===== config.mk =====
export PLATFORM = sky130hd
export DESIGN_NAME = vga_fade_out_stage
export DESIGN_NICKNAME = d
export VERILOG_FILES = /design/src/rtl/vga_pkg.sv /design/src/rtl/fade_level_ctrl.sv /design/src/rtl/vga_fade_out_stage.sv
export SDC_FILE = /design/constraint.sdc
export NUM_CORES = 1
export LEC_CHECK = 0
export CORE_ASPECT_RATIO = 1.1
export CORE_MARGIN = 1.5
export CORE_UTILIZATION = 47
export CTS_BUF_LIST = sky130_fd_sc_hd__clkbuf_4
export CTS_CLUSTER_DIAMETER = 40
export DETAILED_ROUTE_END_ITERATION = 6
export PLACE_DENSITY = 0.73
export REMOVE_ABC_BUFFERS = 1
export SLEW_MARGIN = 40
export SYNTH_ARGS = -nofsm -noshare
export SYNTH_HDL_FRONTEND = slang
export SYNTH_HIERARCHICAL = 1
export SYNTH_SLANG_ARGS = --single-unit

===== constraint.sdc =====
create_clock -name clk -period 5.5 [get_ports clk]
set_input_delay 0.55 -clock clk [delete_from_list [all_inputs] [get_ports clk]]
set_output_delay 0.55 -clock clk [all_outputs]
set_load 0.01 [all_outputs]

===== src/rtl/vga_pkg.sv =====
// Shared types and helpers for the VGA pixel output path.
package vga_pkg;

    typedef enum logic [1:0] {
        IDLE     = 2'd0,
        FADE_OUT = 2'd1,
        BLACK    = 2'd2,
        FADE_IN  = 2'd3
    } fade_state_t;

    localparam logic [3:0] FADE_MAX_LEVEL = 4'd8;

    // RGB332 -> RGB888 by bit replication, packed as {R8, G8, B8}.
    function automatic logic [23:0] rgb332_expand(input logic [7:0] rgb);
        logic [2:0] r;
        logic [2:0] g;
        logic [1:0] b;
        r = rgb[7:5];
        g = rgb[4:2];
        b = rgb[1:0];
        return {r, r, r[2:1], g, g, g[2:1], b, b, b, b};
    endfunction

endpackage


===== src/rtl/fade_level_ctrl.sv =====
// Frame-synchronous brightness fade controller: state, frame counter and level.
module fade_level_ctrl
    import vga_pkg::*;
#(
    parameter int unsigned FRAMES_PER_STEP = 4,
    parameter int unsigned MAX_LEVEL       = 8
) (
    input  logic       clk,
    input  logic       resetN,
    input  logic       startOfFrame,
    input  logic       fade_out_req,
    input  logic       fade_in_req,
    output logic [3:0] level,
    output logic       fade_busy,
    output logic       black_done
);

    localparam logic [3:0] LevelMax = 4'(MAX_LEVEL);
    localparam logic [3:0] CntLast  = 4'(FRAMES_PER_STEP - 1);

    fade_state_t state_q, state_d;
    logic [3:0]  cnt_q, cnt_d;
    logic [3:0]  level_q, level_d;
    logic        busy_q, busy_d;
    logic        done_q, done_d;

    always_comb begin
        state_d = state_q;
        cnt_d   = cnt_q;
        level_d = level_q;
        done_d  = 1'b0;
        unique case (state_q)
            IDLE: begin
                if (fade_out_req) begin
                    state_d = FADE_OUT;
                    cnt_d   = '0;
                end
            end
            FADE_OUT: begin
                if (fade_out_req) begin
                    cnt_d = '0;
                end else if (fade_in_req) begin
                    state_d = FADE_IN;
                    cnt_d   = '0;
                end else if (startOfFrame) begin
                    if (cnt_q == CntLast) begin
                        cnt_d = '0;
                        // Saturating so a reversal caught at level 0 still lands in BLACK.
                        if (level_q <= 4'd1) begin
                            level_d = '0;
                            state_d = BLACK;
                            done_d  = 1'b1;
                        end else begin
                            level_d = level_q - 4'd1;
                        end
                    end else begin
                        cnt_d = cnt_q + 4'd1;
                    end
                end
            end
            BLACK: begin
                if (fade_in_req) begin
                    state_d = FADE_IN;
                    cnt_d   = '0;
                end
            end
            FADE_IN: begin
                if (fade_out_req) begin
                    state_d = FADE_OUT;
                    cnt_d   = '0;
                end else if (fade_in_req) begin
                    cnt_d = '0;
                end else if (startOfFrame) begin
                    if (cnt_q == CntLast) begin
                        cnt_d = '0;
                        if (level_q >= LevelMax - 4'd1) begin
                            level_d = LevelMax;
                            state_d = IDLE;
                        end else begin
                            level_d = level_q + 4'd1;
                        end
                    end else begin
                        cnt_d = cnt_q + 4'd1;
                    end
                end
            end
            default: state_d = IDLE;
        endcase
        busy_d = (state_d == FADE_OUT) || (state_d == FADE_IN);
    end

    always_ff @(posedge clk or negedge resetN) begin
        if (!resetN) begin
            state_q <= IDLE;
            cnt_q   <= '0;
            level_q <= LevelMax;
            busy_q  <= 1'b0;
            done_q  <= 1'b0;
        end else begin
            state_q <= state_d;
            cnt_q   <= cnt_d;
            level_q <= level_d;
            busy_q  <= busy_d;
            done_q  <= done_d;
        end
    end

    assign level      = level_q;
    assign fade_busy  = busy_q;
    assign black_done = done_q;

endmodule


===== src/rtl/vga_fade_out_stage.sv =====
// VGA output stage: RGB332 expansion, brightness scaling and 1-cycle sync/blank alignment.
module vga_fade_out_stage
    import vga_pkg::*;
#(
    parameter int unsigned FRAMES_PER_STEP = 4,
    parameter int unsigned MAX_LEVEL       = int'(FADE_MAX_LEVEL)
) (
    input  logic       clk,
    input  logic       resetN,
    input  logic [7:0] RGBIn,
    input  logic       hsync_in,
    input  logic       vsync_in,
    input  logic       blank_in,
    input  logic       startOfFrame,
    input  logic       fade_out_req,
    input  logic       fade_in_req,
    output logic [7:0] red,
    output logic [7:0] green,
    output logic [7:0] blue,
    output logic       hsync_out,
    output logic       vsync_out,
    output logic       blank_out,
    output logic [3:0] level,
    output logic       fade_busy,
    output logic       black_done
);

    // Level 8 is unity gain, so the >>3 of the product is exact at full brightness.
    function automatic logic [7:0] scale_chan(input logic [7:0] c, input logic [3:0] lvl);
        logic [11:0] p;
        p = {4'b0000, c} * {8'b0000_0000, lvl};
        return 8'(p >> 3);
    endfunction

    logic [23:0] rgb888;
    logic [23:0] rgb_q, rgb_d;
    logic        hsync_q, vsync_q, blank_q;

    fade_level_ctrl #(
        .FRAMES_PER_STEP(FRAMES_PER_STEP),
        .MAX_LEVEL      (MAX_LEVEL)
    ) u_fade_level_ctrl (
        .clk         (clk),
        .resetN      (resetN),
        .startOfFrame(startOfFrame),
        .fade_out_req(fade_out_req),
        .fade_in_req (fade_in_req),
        .level       (level),
        .fade_busy   (fade_busy),
        .black_done  (black_done)
    );

    always_comb begin
        rgb888 = rgb332_expand(RGBIn);
        rgb_d  = '0;
        if (!blank_in) begin
            rgb_d = {scale_chan(rgb888[23:16], level),
                     scale_chan(rgb888[15:8],  level),
                     scale_chan(rgb888[7:0],   level)};
        end
    end

    always_ff @(posedge clk or negedge resetN) begin
        if (!resetN) begin
            rgb_q   <= '0;
            hsync_q <= 1'b1;
            vsync_q <= 1'b1;
            blank_q <= 1'b1;
        end else begin
            rgb_q   <= rgb_d;
            hsync_q <= hsync_in;
            vsync_q <= vsync_in;
            blank_q <= blank_in;
        end
    end

    assign red       = rgb_q[23:16];
    assign green     = rgb_q[15:8];
    assign blue      = rgb_q[7:0];
    assign hsync_out = hsync_q;
    assign vsync_out = vsync_q;
    assign blank_out = blank_q;

endmodule


==> results of run 1 <==
-- state kept, by name (all words and copies together) (netlist names) --
name and flops:
u_fade_level_ctrl/black_done 1, rgb_q 24, u_fade_level_ctrl/level 4, u_fade_level_ctrl/cnt_q 4, hsync_out 1, u_fade_level_ctrl/state_q 2, blank_out 1, vsync_out 1
-- worst min-delay path by stage --
stage                               start                          to  cells after the start
2_1_floorplan                      resetN                    rgb_q[0]                      0
5_1_grt                            resetN                   rgb_q[12]                      1
4_1_cts                            resetN                   rgb_q[12]                      1
6_report                           resetN                   rgb_q[14]                      1
3_3_place_gp   u_fade_level_ctrl/cnt_q[1]  u_fade_level_ctrl/cnt_q[1]                      2
3_5_place_dp   u_fade_level_ctrl/cnt_q[1]  u_fade_level_ctrl/cnt_q[1]                      2
-- area by class of cell --
cell class | instances | area [sq um]
fillers | 659 | 3050
clock buffers | 7 | 52.6
well taps | 85 | 106
clock inverters | 1 | 3.75
inverters | 33 | 124
repair buffers | 48 | 473
multi-input cells | 279 | 2330
flip-flops and latches | 38 | 956
-- through the flow --
stage          hold WS [ns]  worst slack (ns)
2_1_floorplan         0.254              2.02
3_3_place_gp          0.503              1.53
3_5_place_dp          0.523              1.40
4_1_cts               0.308              1.68
5_1_grt               0.173              1.54
6_report              0.145              1.73
-- placed cells by master, fill, tap and decap left out, types with 5 or more instances in the layout --
cell type / Yosys / routed
a21o_1: 5 / 5
a21oi_1: 15 / 15
and2_1: 20 / 20
and2_2: 7 / 7
clkbuf_4: 0 / 7
clkdlybuf4s50_1: 0 / 46
dfrtp_1: 34 / 34
fa_1: 19 / 19
ha_1: 41 / 41
inv_1: 33 / 33
nand2_1: 19 / 19
nand3_1: 7 / 7
nand4_1: 6 / 6
nor2_1: 28 / 28
nor2b_1: 5 / 5
nor3_1: 9 / 9
o21a_1: 6 / 6
o21ai_0: 15 / 15
xnor2_1: 21 / 21
xor2_1: 6 / 6
-- logic make-up after synthesis --
family                     synth area share
buffers and inverters                0.0524
AOI/OAI and AO/OA                     0.145
adders and majority gates             0.258
and+or+nand+nor                       0.201
DFF                                   0.276
xor gates and xnor gates             0.0683
-- worst max-delay path: stages (launching register included) --
cell and delay, ns:
dfstp_2 0.76, and2_1 0.23, inv_1 0.07, fa_1 0.53, inv_1 0.08, fa_1 0.54
fa_1 0.48, a21o_1 0.22, a21o_1 0.20, a221oi_1 0.33, xnor2_1 0.16, nor2_1 0.05
-- synthesized netlist by cell type (3+ instances only) --
cell type and number:
nand2b_1 4, nand3_1 7, a21o_1 5, o21ai_0 15, nand4_1 6, nand2_1 19, a31oi_1 4, and2_2 7
clkbuf_1 4, dfstp_2 4, nor2b_1 5, nor2_1 28, nor4_1 3, o21a_1 6, fa_1 19, ha_1 41
nor3_1 9, and2_1 20, or3_1 3, xnor2_1 21, inv_1 33, dfrtp_1 34, a21oi_1 15, xor2_1 6
-- routing by layer --
metal  global-route usage  up-vias
li1                     -     1331
met1                0.229     1329
met2                0.335       53
met3               0.0194       12
met4               0.0669        0
met5                    0        -
-- power groups by stage --
stage | sequential [uW] | clock [uW] | combinational [uW]
2_1_floorplan | 322 | 0 | 113
3_3_place_gp | 316 | 0 | 198
3_5_place_dp | 317 | 0 | 203
4_1_cts | 312 | 151 | 204
5_1_grt | 313 | 164 | 229
6_report | 311 | 146 | 203
==> impl_metrics.py, run 1 <==
metrics = {
    "clock_network": {
        "clock_sinks": 38,
        "cts_tree": "yes",
        "ctsHoldBuffers": 0,
        "clkTransAtPathRegs_ns": 0.11,
        "cts-buffers-inserted": 5,
        "root_buffer": "clkbuf_4",
        "ctsResizeCount": 0,
        "clk_latency_ns": 0.34,
        "postCtsSetupBuffers": 0,
        "htreeDepth": 2,
        "cts_buffer_depth": 2,
    },
    "sta": {
        "post-route-min-period_ns": 3.77,
        "max-slew-margin-rel": 0.625,
        "report.final.slew_viol_count": 0,
        "clock.fmax_mhz": 265,
        "skew_ns": 0.0100,
        "finalSetupViolCount": 0,
        "finalSetupTns_ns": 0,
        "hold_viol": 0,
        "rsz0062_at_grt": "false",
        "tightest_slew_ns": 0.563,
        "fin_crit_sh": 0.686,
    },
    "min_path": {
        "hold_path_class": "in2async",
    },
    "yosys": {
        "ys_seq_area_frac": 0.276,
        "netlist.top_cell.by_area": "dfrtp_1",
        "synth_flop_cell": "dfrtp_1",
        "netlist.area_leader.share": 0.246,
        "ys_types": 59,
        "synthCells": 359,
        "ys_seq_elements": 38,
        "async_reset_ff_frac": 1.00,
        "synth_edf_count": 0,
        "netlist_area_sq_um": 3460,
        "ys_warn_count": 6,
        "ys_top_cells_by_area": "dfrtp_1 (25%), ha_1 (15%), fa_1 (11%)",
        "postSynthAreaPerCell_sq_um": 9.65,
    },
    "drt": {
        "highest_layer": "met4",
        "wl_met3_um": 210,
        "wl_met2_um": 3510,
        "wl_um": 6810,
        "drtIter0Drc": 119,
        "drc_errors": 7,
        "wl_met1_um": 2970,
        "drt_first_pass_iters": 7,
        "antenna_left": 0,
        "via_per_inst": 5.55,
        "avgRoutedWirePerCell_um": 13.9,
        "vias": 2725,
    },
    "floorplan": {
        "fp.dieArea_sq_um": 7890,
        "placementRows": 32,
        "core_sq_um": 7090,
        "start_util": 0.489,
        "ios": 49,
        "die_height_um": 93.0,
        "die_x_um": 84.8,
    },
    "placement": {
        "placed_area_sq_um": 3980,
        "place_congestion": 0.868,
        "dp.cells": 483,
        "post-dp-hpwl_um": 5370,
        "io_buffers": 48,
    },
    "status": {
        "violations": "design-rule violations",
        "status": "complete, but fails checks",
    },
    "critical_path": {
        "cp-startpoint": "u_fade_level_ctrl/level[3]",
        "r2r_start": "u_fade_level_ctrl/level[3]",
        "endpoint_kind": "register",
        "worst_ep_arrival_time_ns": 3.99,
        "r2r-end": "rgb_q[7]",
        "worstSetupEndpoint": "rgb_q[7]",
        "start_kind": "register",
        "path_class": "reg2reg",
        "r2r_setup_slack_ns": 1.73,
        "cp_max_fo": 20,
        "reg2reg_depth": 11,
        "cp.required_ns": 5.71,
    },
    "pwr": {
        "power_uw": 659,
        "switching_power_uw": 207,
        "pwr-share-seq": 0.472,
        "p_per_area_nw_per_um2": 163,
        "p_leak_uw": 0.00189,
        "comb_power_share": 0.307,
        "ir_drop_uv": 69.3,
        "pwr-share-clk": 0.221,
        "internal-power_uw": 452,
        "p_sw_frac": 0.315,
    },
    "global_routing": {
        "track_usage": 0.185,
        "antenna_found_initial": 0,
        "grt_max_degree": 39,
        "grt_overflow": 0,
        "grt_pass1_wl_um": 12000,
        "grt_pass1_vias": 2712,
    },
    "cells_and_area": {
        "design_area_sq_um": 4040,
        "area_delta_synth_final_pct": 16.7,
        "drive_gt1_frac": 0.0764,
        "layout.cells.non_filler": 491,
        "fin_util": 0.570,
        "fin_nets": 481,
        "diodes": 0,
    },
    "flow_run": {
        "drv_cap": 0,
    },
}
No activity file was read; power rests on OpenSTA's default activity.
==> inputs of run 2 (changes only) <==
Clock period 5.5 ns to 3.8 ns, I/O delays scaled along.
==> run 2 against run 1 <==
Effect of this change:
- the flow finishes with violations (design-rule violations, negative hold slack)
- critical endpoint unchanged
- sequential share of layout area down 0.46 points
- clock skew shrank 0.0061 ns
- combinational power increased by 53%
- sequential cell count stayed put
- die area unchanged
- cell area up 2.0%
- core utilization grew 1.1 points
==> impl_metrics.py, run 2 (synthesized netlist as in run 1, its figures left out) <==
metrics = {
    "critical_path": {
        "path_class": "reg2reg",
        "cp_cell_sequence": "and2_1 -> inv_1 -> fa_1 -> inv_1 -> fa_1 -> fa_1 -> a21o_1 -> a21o_1 -> a221oi_1 -> xnor2_1 -> nor2_1",
        "start_kind": "register",
        "slowest_delay_ns": 0.67,
        "cp_common_cell": "fa_1",
        "cp.required_ns": 4.01,
        "crit_buf_inv": 2,
        "cp_max_fo": 11,
        "critPathTopFamily": "adder cells",
        "endpoint_kind": "register",
        "worst_ep_arrival_time_ns": 3.78,
        "cpMaxStageDelayCell": "dfstp_2",
    },
    "cells_and_area": {
        "diodes": 0,
        "largest_reg_flops": 24,
        "fin_util": 0.582,
        "design_area_sq_um": 4120,
        "mostFrequentLayoutCells": "clkdlybuf4s50_1 (46), ha_1 (41), dfrtp_1 (34)",
        "fin_nets": 492,
        "final_common_cell": "clkdlybuf4s50_1",
        "drive_gt1_frac": 0.101,
        "regMostFlops": "rgb_q",
        "area_delta_synth_final_pct": 19.0,
    },
    "sta": {
        "finalSetupViolCount": 0,
        "hold_viol": 34,
        "rsz0062_at_grt": "false",
        "report.final.slew_viol_count": 0,
        "fin_crit_sh": 0.939,
        "clock.fmax_mhz": 280,
        "skew_ns": 0.00398,
        "max-slew-margin-rel": 0.691,
        "tightest_slew_ns": 0.463,
        "finalSetupTns_ns": 0,
        "post-route-min-period_ns": 3.57,
        "hold-worst-slack_ns": -0.0160,
    },
    "placement": {
        "placed_area_sq_um": 4070,
        "post-dp-hpwl_um": 5650,
        "place_congestion": 0.883,
        "io_buffers": 48,
    },
    "status": {
        "status": "complete, but fails checks",
        "violations": "design-rule violations, negative hold slack",
    },
    "clock_network": {
        "cts_tree": "yes",
        "cts-buffers-inserted": 5,
        "htreeDepth": 2,
        "ctsResizeCount": 0,
        "root_buffer": "clkbuf_4",
        "clkTransAtPathRegs_ns": 0.11,
        "clk_latency_ns": 0.33,
        "ctsHoldBuffers": 0,
        "postCtsSetupBuffers": 0,
        "cts_buffer_depth": 2,
        "clock_sinks": 38,
    },
    "min_path": {
        "hold_path_class": "in2async",
    },
    "floorplan": {
        "ios": 49,
        "core_sq_um": 7090,
        "die_height_um": 93.0,
        "placementRows": 32,
        "die_x_um": 84.8,
        "start_util": 0.489,
        "fp.dieArea_sq_um": 7890,
    },
    "global_routing": {
        "grt_pass1_vias": 2623,
        "track_usage": 0.186,
        "grt_overflow": 0,
        "grt_max_degree": 39,
        "grt_pass1_wl_um": 11900,
        "antenna_found_initial": 0,
    },
    "drt": {
        "avgRoutedWirePerCell_um": 13.9,
        "wl_met3_um": 189,
        "wl_um": 6950,
        "antenna_left": 0,
        "wl_met1_um": 3160,
        "highest_layer": "met4",
        "drc_errors": 3,
        "wl_met2_um": 3510,
        "via_per_inst": 5.40,
        "drtIter0Drc": 102,
        "vias": 2710,
        "drt_first_pass_iters": 7,
    },
    "pwr": {
        "p_leak_uw": 0.00194,
        "p_per_area_nw_per_um2": 232,
        "ir_drop_uv": 105,
    },
    "flow_run": {
        "drv_cap": 0,
    },
}
## run 2: cell type report
cell class                      count  area, sq um
Clock inverter                      2         8.76
Inverter                           33          124
Fill cell                         622         2970
Sequential cell                    38          956
Tap cell                           85          106
Multi-Input combinational cell    279         2330
Clock buffer                        6         45.0
Timing Repair Buffer               59          556
## run 2: power breakdown
group	leakage (uW)	internal [uW]	switching, uW
logic	0.00142	146	164
registers	0.000488	431	14.0
clock network	0.0000331	76.7	125
## run 2: worst paths after layout
| kind | from | end | slack, ns | depth (start not counted) |
|---|---|---|---|---|
| max in group asynchronous | resetN | hsync_out | 3.47 | 1 |
| min in group clk | blank_in | blank_out | 0.35 | 1 |
| max | u_fade_level_ctrl/level[3] | rgb_q[7] | 0.23 | 11 |
| min | resetN | rgb_q[10] | -0.02 | 1 |
| min reg2reg | u_fade_level_ctrl/cnt_q[1] | u_fade_level_ctrl/cnt_q[1] | 0.53 | 2 |
| max reg2reg | u_fade_level_ctrl/level[3] | rgb_q[7] | 0.23 | 11 |
## run 2: metrics by stage
step,instances,power [uW],setup slack (ns)
CTS,502,966,0.217
global route,502,1020,0.0741
floorplan,350,631,0.319
finish,502,956,0.232
detailed placement,494,762,0.0207
global placement,494,753,0.0748
## run 2: worst reg2reg max path: cells and delay by family, from the launching register on
kind	cells	cell delay, ns
adder cells (fa/ha/maj)	3	1.54
AO/OA/AOI/OAI	3	0.71
flip-flops	1	0.67
AND/OR/NAND/NOR	2	0.24
XOR/XNOR	1	0.16
buffers and inverters	2	0.15
## run 2: routing by layer
metal / global-route usage / up-vias
met5: 0 / -
met4: 0.0628 / 0
met3: 0.0168 / 7
met2: 0.337 / 44
met1: 0.234 / 1308
li1: - / 1351
